File: src/rtl/ks_pluck_sequencer.sv
// Step sequencer for the Karplus-Strong voice: walks a small period table at a
// tempo counted in sample strobes, updating ks_period and pulsing ks_pluck per step.
module ks_pluck_sequencer #(
  parameter int NUM_STEPS     = 8,
  parameter int STEP_AW       = 3,
  parameter int KS_DATA_WIDTH = 8,
  parameter int TEMPO_WIDTH   = 12,
  parameter int PLUCK_SAMPLES = 2
) (
  input  logic                     clk,
  input  logic                     rst,
  input  logic                     sample_stb,
  input  logic                     start,
  input  logic                     stop,
  input  logic                     loop_en,
  input  logic [STEP_AW-1:0]       last_step,
  input  logic [TEMPO_WIDTH-1:0]   tempo,
  input  logic                     tbl_we,
  input  logic [STEP_AW-1:0]       tbl_addr,
  input  logic [KS_DATA_WIDTH-1:0] tbl_wdata,
  output logic [KS_DATA_WIDTH-1:0] ks_period,
  output logic                     ks_pluck,
  output logic                     busy,
  output logic [STEP_AW-1:0]       step_idx,
  output logic                     done
);

  localparam logic [1:0] S_IDLE = 2'd0;
  localparam logic [1:0] S_LOAD = 2'd1;
  localparam logic [1:0] S_PLAY = 2'd2;
  localparam logic [1:0] S_DONE = 2'd3;

  localparam logic [TEMPO_WIDTH-1:0] PLUCK_CNT = TEMPO_WIDTH'(PLUCK_SAMPLES);
  localparam logic [TEMPO_WIDTH-1:0] ONE       = TEMPO_WIDTH'(1);

  logic [1:0]               state;
  logic [TEMPO_WIDTH-1:0]   cnt;
  logic [TEMPO_WIDTH-1:0]   eff_tempo;
  logic [KS_DATA_WIDTH-1:0] tbl [NUM_STEPS];
  logic [KS_DATA_WIDTH-1:0] cur_period;
  logic [TEMPO_WIDTH-1:0]   cnt_inc;

  // NOTE: the table is plain storage and deliberately has no reset; software
  // loads it before starting, and leaving it unreset keeps it a simple RAM.
  always_ff @(posedge clk) begin
    if (tbl_we) tbl[tbl_addr] <= tbl_wdata;
  end

  assign cur_period = tbl[step_idx];
  assign cnt_inc    = cnt + ONE;
  assign busy       = (state == S_LOAD) || (state == S_PLAY);
  assign done       = (state == S_DONE);

  // NOTE: all state below uses non-blocking assignments so every register
  // samples the pre-edge values, regardless of statement order.
  always_ff @(posedge clk) begin
    if (rst) begin
      state     <= S_IDLE;
      cnt       <= '0;
      eff_tempo <= ONE;
      ks_period <= '0;
      ks_pluck  <= 1'b0;
      step_idx  <= '0;
    end else begin
      case (state)
        S_IDLE: begin
          if (start && !stop) begin
            step_idx <= '0;
            state    <= S_LOAD;
          end
        end
        S_LOAD: begin
          if (stop) begin
            ks_pluck <= 1'b0;
            state    <= S_IDLE;
          end else begin
            eff_tempo <= (tempo == '0) ? ONE : tempo;
            cnt       <= '0;
            // A zero entry is a rest: keep the old period and do not pluck.
            if (cur_period != '0) begin
              ks_period <= cur_period;
              ks_pluck  <= 1'b1;
            end
            state <= S_PLAY;
          end
        end
        S_PLAY: begin
          if (stop) begin
            ks_pluck <= 1'b0;
            state    <= S_IDLE;
          end else if (sample_stb) begin
            if (cnt == eff_tempo - ONE) begin
              // Step advance; also ends a pluck longer than the step itself.
              ks_pluck <= 1'b0;
              if (step_idx != last_step) begin
                step_idx <= step_idx + STEP_AW'(1);
                state    <= S_LOAD;
              end else if (loop_en) begin
                step_idx <= '0;
                state    <= S_LOAD;
              end else begin
                state <= S_DONE;
              end
            end else begin
              cnt <= cnt_inc;
              if (cnt_inc == PLUCK_CNT) ks_pluck <= 1'b0;
            end
          end
        end
        default: begin
          state <= S_IDLE;
        end
      endcase
    end
  end

endmodule

File: config.mk
export PLATFORM = sky130hd
export DESIGN_NAME = ks_pluck_sequencer
export DESIGN_NICKNAME = d
export VERILOG_FILES = /design/src/rtl/ks_pluck_sequencer.sv
export SDC_FILE = /design/constraint.sdc
export NUM_CORES = 1
export LEC_CHECK = 0
export CAP_MARGIN = 20
export CORE_AREA = 4 4 125 127
export DETAILED_ROUTE_END_ITERATION = 7
export DIE_AREA = 0 0 129 131
export HOLD_SLACK_MARGIN = 0.08
export PLACE_DENSITY = 0.56
export SLEW_MARGIN = 20
export SYNTH_ARGS = -nofsm -noshare
export SYNTH_HDL_FRONTEND = slang
export SYNTH_SLANG_ARGS = --single-unit
File: constraint.sdc
create_clock -name clk -period 3.15 [get_ports clk]
set_input_delay 0.63 -clock clk [delete_from_list [all_inputs] [get_ports clk]]
set_output_delay 0.63 -clock clk [all_outputs]
set_load 0.01 [all_outputs]
* Yosys cells after proc, flatten, opt, wreduce, memory -nomap -nowiden
Memory sizes are Yosys's and may differ from the RTL's. A register that Yosys moved wholly into a read port is not among the register bits. Cells that the tools add are included.
Operators by class: $add $sub $neg 3, equality and inequality tests 17, muxes and demuxes 32, bitwise operators 1, reduce and logical (&&, ||, !) cells 14
Operators by type and width (count):
- 2-to-1 mux 12 bit | 5
- 2-to-1 mux 3 bit | 8
- case mux 12 bit (2 select lines) | 1
- 2-to-1 mux 2 bit | 7
- adder 12 x 1 -> 12 bit (second input constant) | 1
- equality test 12 bit | 1
- equality test 12 x 2 -> 1 bit (second input constant) | 1
- zero test 12 bit | 1
- subtractor 12 x 1 -> 12 bit (second input constant) | 1
- != test 2 bit (second input constant) | 5
- != test 3 x 2 -> 1 bit (second input constant) | 3
- 2-to-1 mux 1 bit | 8
- nonzero test 8 bit | 1
- case mux 2 bit (3 select lines) | 1
- case mux 3 bit (2 select lines) | 1
- AND reduction 3 bit | 2
- AND reduction 6 bit | 1
- AND reduction 5 bit | 1
- equality test 2 bit (second input constant) | 2
- != test 4 x 2 -> 1 bit (second input constant) | 1
- AND reduction 4 bit | 1
- nonzero test 2 bit | 2
- adder 3 x 1 -> 3 bit (second input constant) | 1
- != test 3 bit | 1
- 10 further kinds | 10
Storage, ports and cells: register bits 38, bits in writable memories 64, input port bits 33, output and inout port bits 14, logic and storage cells 74, memories 1
Memory list:
- tbl | words 8, bits a word 8, rd ports 1, clocked after Yosys merged registers in 1, wr ports 1, line 39 | logic [KS_DATA_WIDTH-1:0] tbl [NUM_STEPS];

* Longest topological paths before layout
word-level depth 8, gate-level depth with buffers 11, gate-level depth less buffers 10

* Worst setup path before layout
Ideal clock, no wire load.
path type register to register, start point reg eff_tempo[0], end point reg with a tool-made name, setup time 118 ps, data arrival time 2329 ps, required time 3032 ps, setup slack 702 ps, stages on the path, launching flop included 11, path buffers 0, period minus slack after synthesis 2448 ps, cells stage by stage dfxtp_1 -> inv_1 -> ha_1 -> nor4b_4 -> nand2_2 -> nor4_2 -> a311oi_2 -> or4_4 -> o31a_1 -> nand3b_1 -> o21ai_1
RTL lines:
- start: declaration | line 38 | logic [TEMPO_WIDTH-1:0] eff_tempo;
- start signal: assignment | line 77 | eff_tempo <= (tempo == '0) ? ONE : tempo;

* Worst setup path in the final report
start point reg eff_tempo[0], end point reg step_idx[0]
Between the ends: cells in the longest elaborated chain, start to end 4
Ends and longest elaborated chain:
- subtractor 12 x 1 -> 12 bit | line 92 | if (cnt == eff_tempo - ONE) begin
- equality test 12 bit | line 92
- != test 2 x 1 -> 1 bit (no source line)
- AND reduction 6 bit (no source line)
- end signal: assignment | line 96 | step_idx <= step_idx + STEP_AW'(1);
- end: declaration | line 24 | output logic [STEP_AW-1:0] step_idx,
No other way between the ends. A chain may end at the register's enable or synchronous reset.

==> flow_metrics.py <==
metrics = {
    "outcome": {
        "outcome": "completed",
    },
    "cts": {
        "cts_sinks": 105,
        "root_buffer": "clkbuf_16",
        "post_cts_buffers": 0,
        "clock_latency_ns": 0.35,
        "cts_tree": "yes",
        "numCtsBuffers": 9,
        "post_cts_resized": 0,
        "cts_buffer_depth": 2,
        "ctsHoldBuffers": 0,
        "htreeDepth": 3,
        "clkTransAtPathRegs_ns": 0.07,
    },
    "yosys": {
        "ys_types": 60,
        "syn-instance-count": 435,
        "yosys_warnings": 0,
        "synth_area_mm2": 0.00504,
        "synth.area.top_cells": "edfxtp_1 38%, dfxtp_1 16%, mux4_2 7.2%, nand2_1 3.4%, mux2i_1 2.8%",
        "synthFlopType": "edfxtp_1",
        "yosysTopAreaCellShare_pct": 38.2,
        "synth_nets": 476,
        "synth_edf_count": 64,
        "postSynth.asyncResetShare_pct": 0,
        "synth.largest_area_cell": "edfxtp_1",
        "ys_seq_elements": 105,
        "yosysSeqAreaShare_pct": 54.5,
        "synth_area_per_cell_um2": 11.6,
    },
    "sta": {
        "fin_tns_setup_ns": 0,
        "rsz0062_at_grt": "false",
        "min_period_over_period_pct": 85.7,
        "layout_min_cycle_time_ns": 2.70,
        "tightest_slew_ns": 0.909,
        "drv_slew": 0,
        "skew_ns": 0.0107,
        "hold_viol": 0,
        "maxSlewHeadroom_pct": 39.1,
        "fmax_ghz": 0.371,
        "final-setup-viol-count": 0,
    },
    "die": {
        "dieArea_mm2": 0.0169,
        "die_y_um": 131,
        "rows": 44,
        "pin_count": 47,
        "start_util_pct": 34.9,
        "die_w_um": 129,
        "coreArea_mm2": 0.0144,
    },
    "detailed_routing": {
        "routedWlPerCell_um": 16.1,
        "postRouteAntennaNets": 0,
        "totalWireLength_um": 10800,
        "vias_per_cell": 5.21,
        "via_count": 3504,
        "firstDrtPassIters": 6,
        "drt_iter0_drc": 202,
        "drc_errors": 0,
    },
    "worst_setup_path": {
        "cp.arrival_ns": 2.97,
        "critPathMaxStageDelay_ns": 0.51,
        "cp.required_ns": 3.42,
        "path_common_cell": "nor4_2",
        "startpoint_type": "flop",
        "critPathCaptureType": "flop",
        "crit_slowest_cell": "nor4_2",
        "path_class": "reg -> reg",
        "cp_max_fo": 6,
        "path_cells": "inv_1 > ha_1 > nor4b_4 > nand2_2 > nor4_2 > a311oi_2 > nor4_2 > nand2_1 > or3_4 > o21ai_1",
    },
    "worst_hold_path": {
        "hold_class": "reg -> reg",
    },
    "run": {
        "max_cap_viol_count": 0,
    },
    "finish": {
        "nNetsFinal": 525,
        "antennaDiodeCount": 0,
        "postLayoutCellArea_mm2": 0.00603,
        "fillers": 1365,
        "layout_commonest_cell": "edfxtp_1",
        "drive_above_1_share_pct": 12.3,
        "final_util_pct": 41.8,
        "areaGrowthSynthToFinish_pct": 19.8,
        "most-common-layout-cells": "64 x edfxtp_1, 46 x clkdlybuf4s50_1, 45 x nand2_1",
        "fin_cells": 673,
    },
    "power": {
        "vdd_drop_max_mv": 0.355,
        "leakage_nw": 1.97,
        "cellPowerDensity_mw_per_mm2": 588,
    },
    "global_routing": {
        "grt_overflow_total": 0,
        "grtUsageTotal_pct": 13.5,
        "grt_pass1_vias": 3544,
        "grt_max_degree": 42,
        "grt_pass1_wl_um": 18000,
        "antenna_found_initial": 0,
    },
    "place": {
        "io_buffer_count": 46,
        "dp.cells": 657,
        "gp_congestion": 0.789,
        "placement.cell_area_mm2": 0.00575,
        "hpwlAfterDp_um": 7930,
    },
}
-- flip-flops by register name, indices dropped and copies added, names as in the netlist, named ones only --
name and flops:
step_idx 3, tbl 64, cnt 12, eff_tempo 12, ks_pluck 1, state 2, ks_period 8
-- logic make-up (layout without fill, tap and decap cells) --
family	Yosys count	after routing	share of synthesized area (%)
mux	32	32	10.5
simple gates	167	167	18.0
xor+xnor	18	18	3.13
flops	105	105	54.5
compound gates	74	74	9.47
buf+inv	31	85	2.51
fa+ha+maj	8	8	1.99
-- synth_stat cells (2+ instances only) --
library cell,number
edfxtp_1,64
nand2_1,45
dfxtp_1,41
nor2_1,32
a21oi_1,24
mux4_2,16
clkbuf_1,15
mux2i_1,14
nor3_1,14
nand3_1,13
xnor2_1,11
inv_1,9
nand2b_1,9
ha_1,8
a211oi_1,7
nor4_1,7
o21ai_1,7
or3_1,7
xor2_1,7
nand3b_1,6
o22ai_1,6
a21o_1,5
buf_2,5
nand4_1,5
nor2b_1,5
o21ai_0,5
nand4b_1,4
a31oi_1,3
nor3b_1,3
o31ai_1,3
or2_2,3
nor4_2,2
o31a_1,2
or2b_1,2
-- worst max-delay path, delay by kind of cell, from the launching register on --
family | cells | cell delay (ns)
AOI/OAI and AO/OA | 2 | 0.27
adders and majority gates | 1 | 0.23
buffers and inverters | 1 | 0.07
DFF | 1 | 0.35
and+or+nand+nor | 6 | 1.73
-- cell type report --
type | count | area, um^2 | share of cell area (%)
clock buffer | 10 | 229 | 3.79
clock inverter | 6 | 53.8 | 0.892
inverter | 9 | 33.8 | 0.560
multi-input combinational | 299 | 2170 | 35.9
sequential | 105 | 2740 | 45.4
tap | 184 | 230 | 3.82
timing repair buffer | 60 | 578 | 9.58
-- through the flow --
stage,hold WS (ns),setup slack [ns],total power [mW]
after global routing,0.529,0.232,3.75
after detailed placement,0.484,0.440,2.52
after global placement,0.477,0.509,2.51
after CTS,0.493,0.415,3.59
final,0.485,0.451,3.55
after floorplan,0.460,0.702,2.22
-- final timing paths --
check	startpoint	endpoint	slack, ns	depth (start not counted)
worst min register to register	eff_tempo[7]$_SDFFE_PP0P_	eff_tempo[7]$_SDFFE_PP0P_	0.48	2
worst max-delay path	eff_tempo[0]$_SDFFE_PP1P_	step_idx[0]$_SDFFE_PP0P_	0.45	10
worst min-delay path	eff_tempo[7]$_SDFFE_PP0P_	eff_tempo[7]$_SDFFE_PP0P_	0.48	2
worst max register to register	eff_tempo[0]$_SDFFE_PP1P_	step_idx[0]$_SDFFE_PP0P_	0.45	10
-- per-layer routing --
metal	vias to the layer above	GRT usage [%]	wire length [um]
li1	1723	-	-
met5	-	0	0
met2	60	25.2	5900
met1	1714	15.8	4540
met4	0	3.64	76
met3	7	2.89	315
-- report_power, final --
part | switching [mW] | internal (mW)
registers | 0.0719 | 1.55
clock network | 0.507 | 0.553
logic | 0.483 | 0.389
No activity file was read; power rests on OpenSTA's default activity.
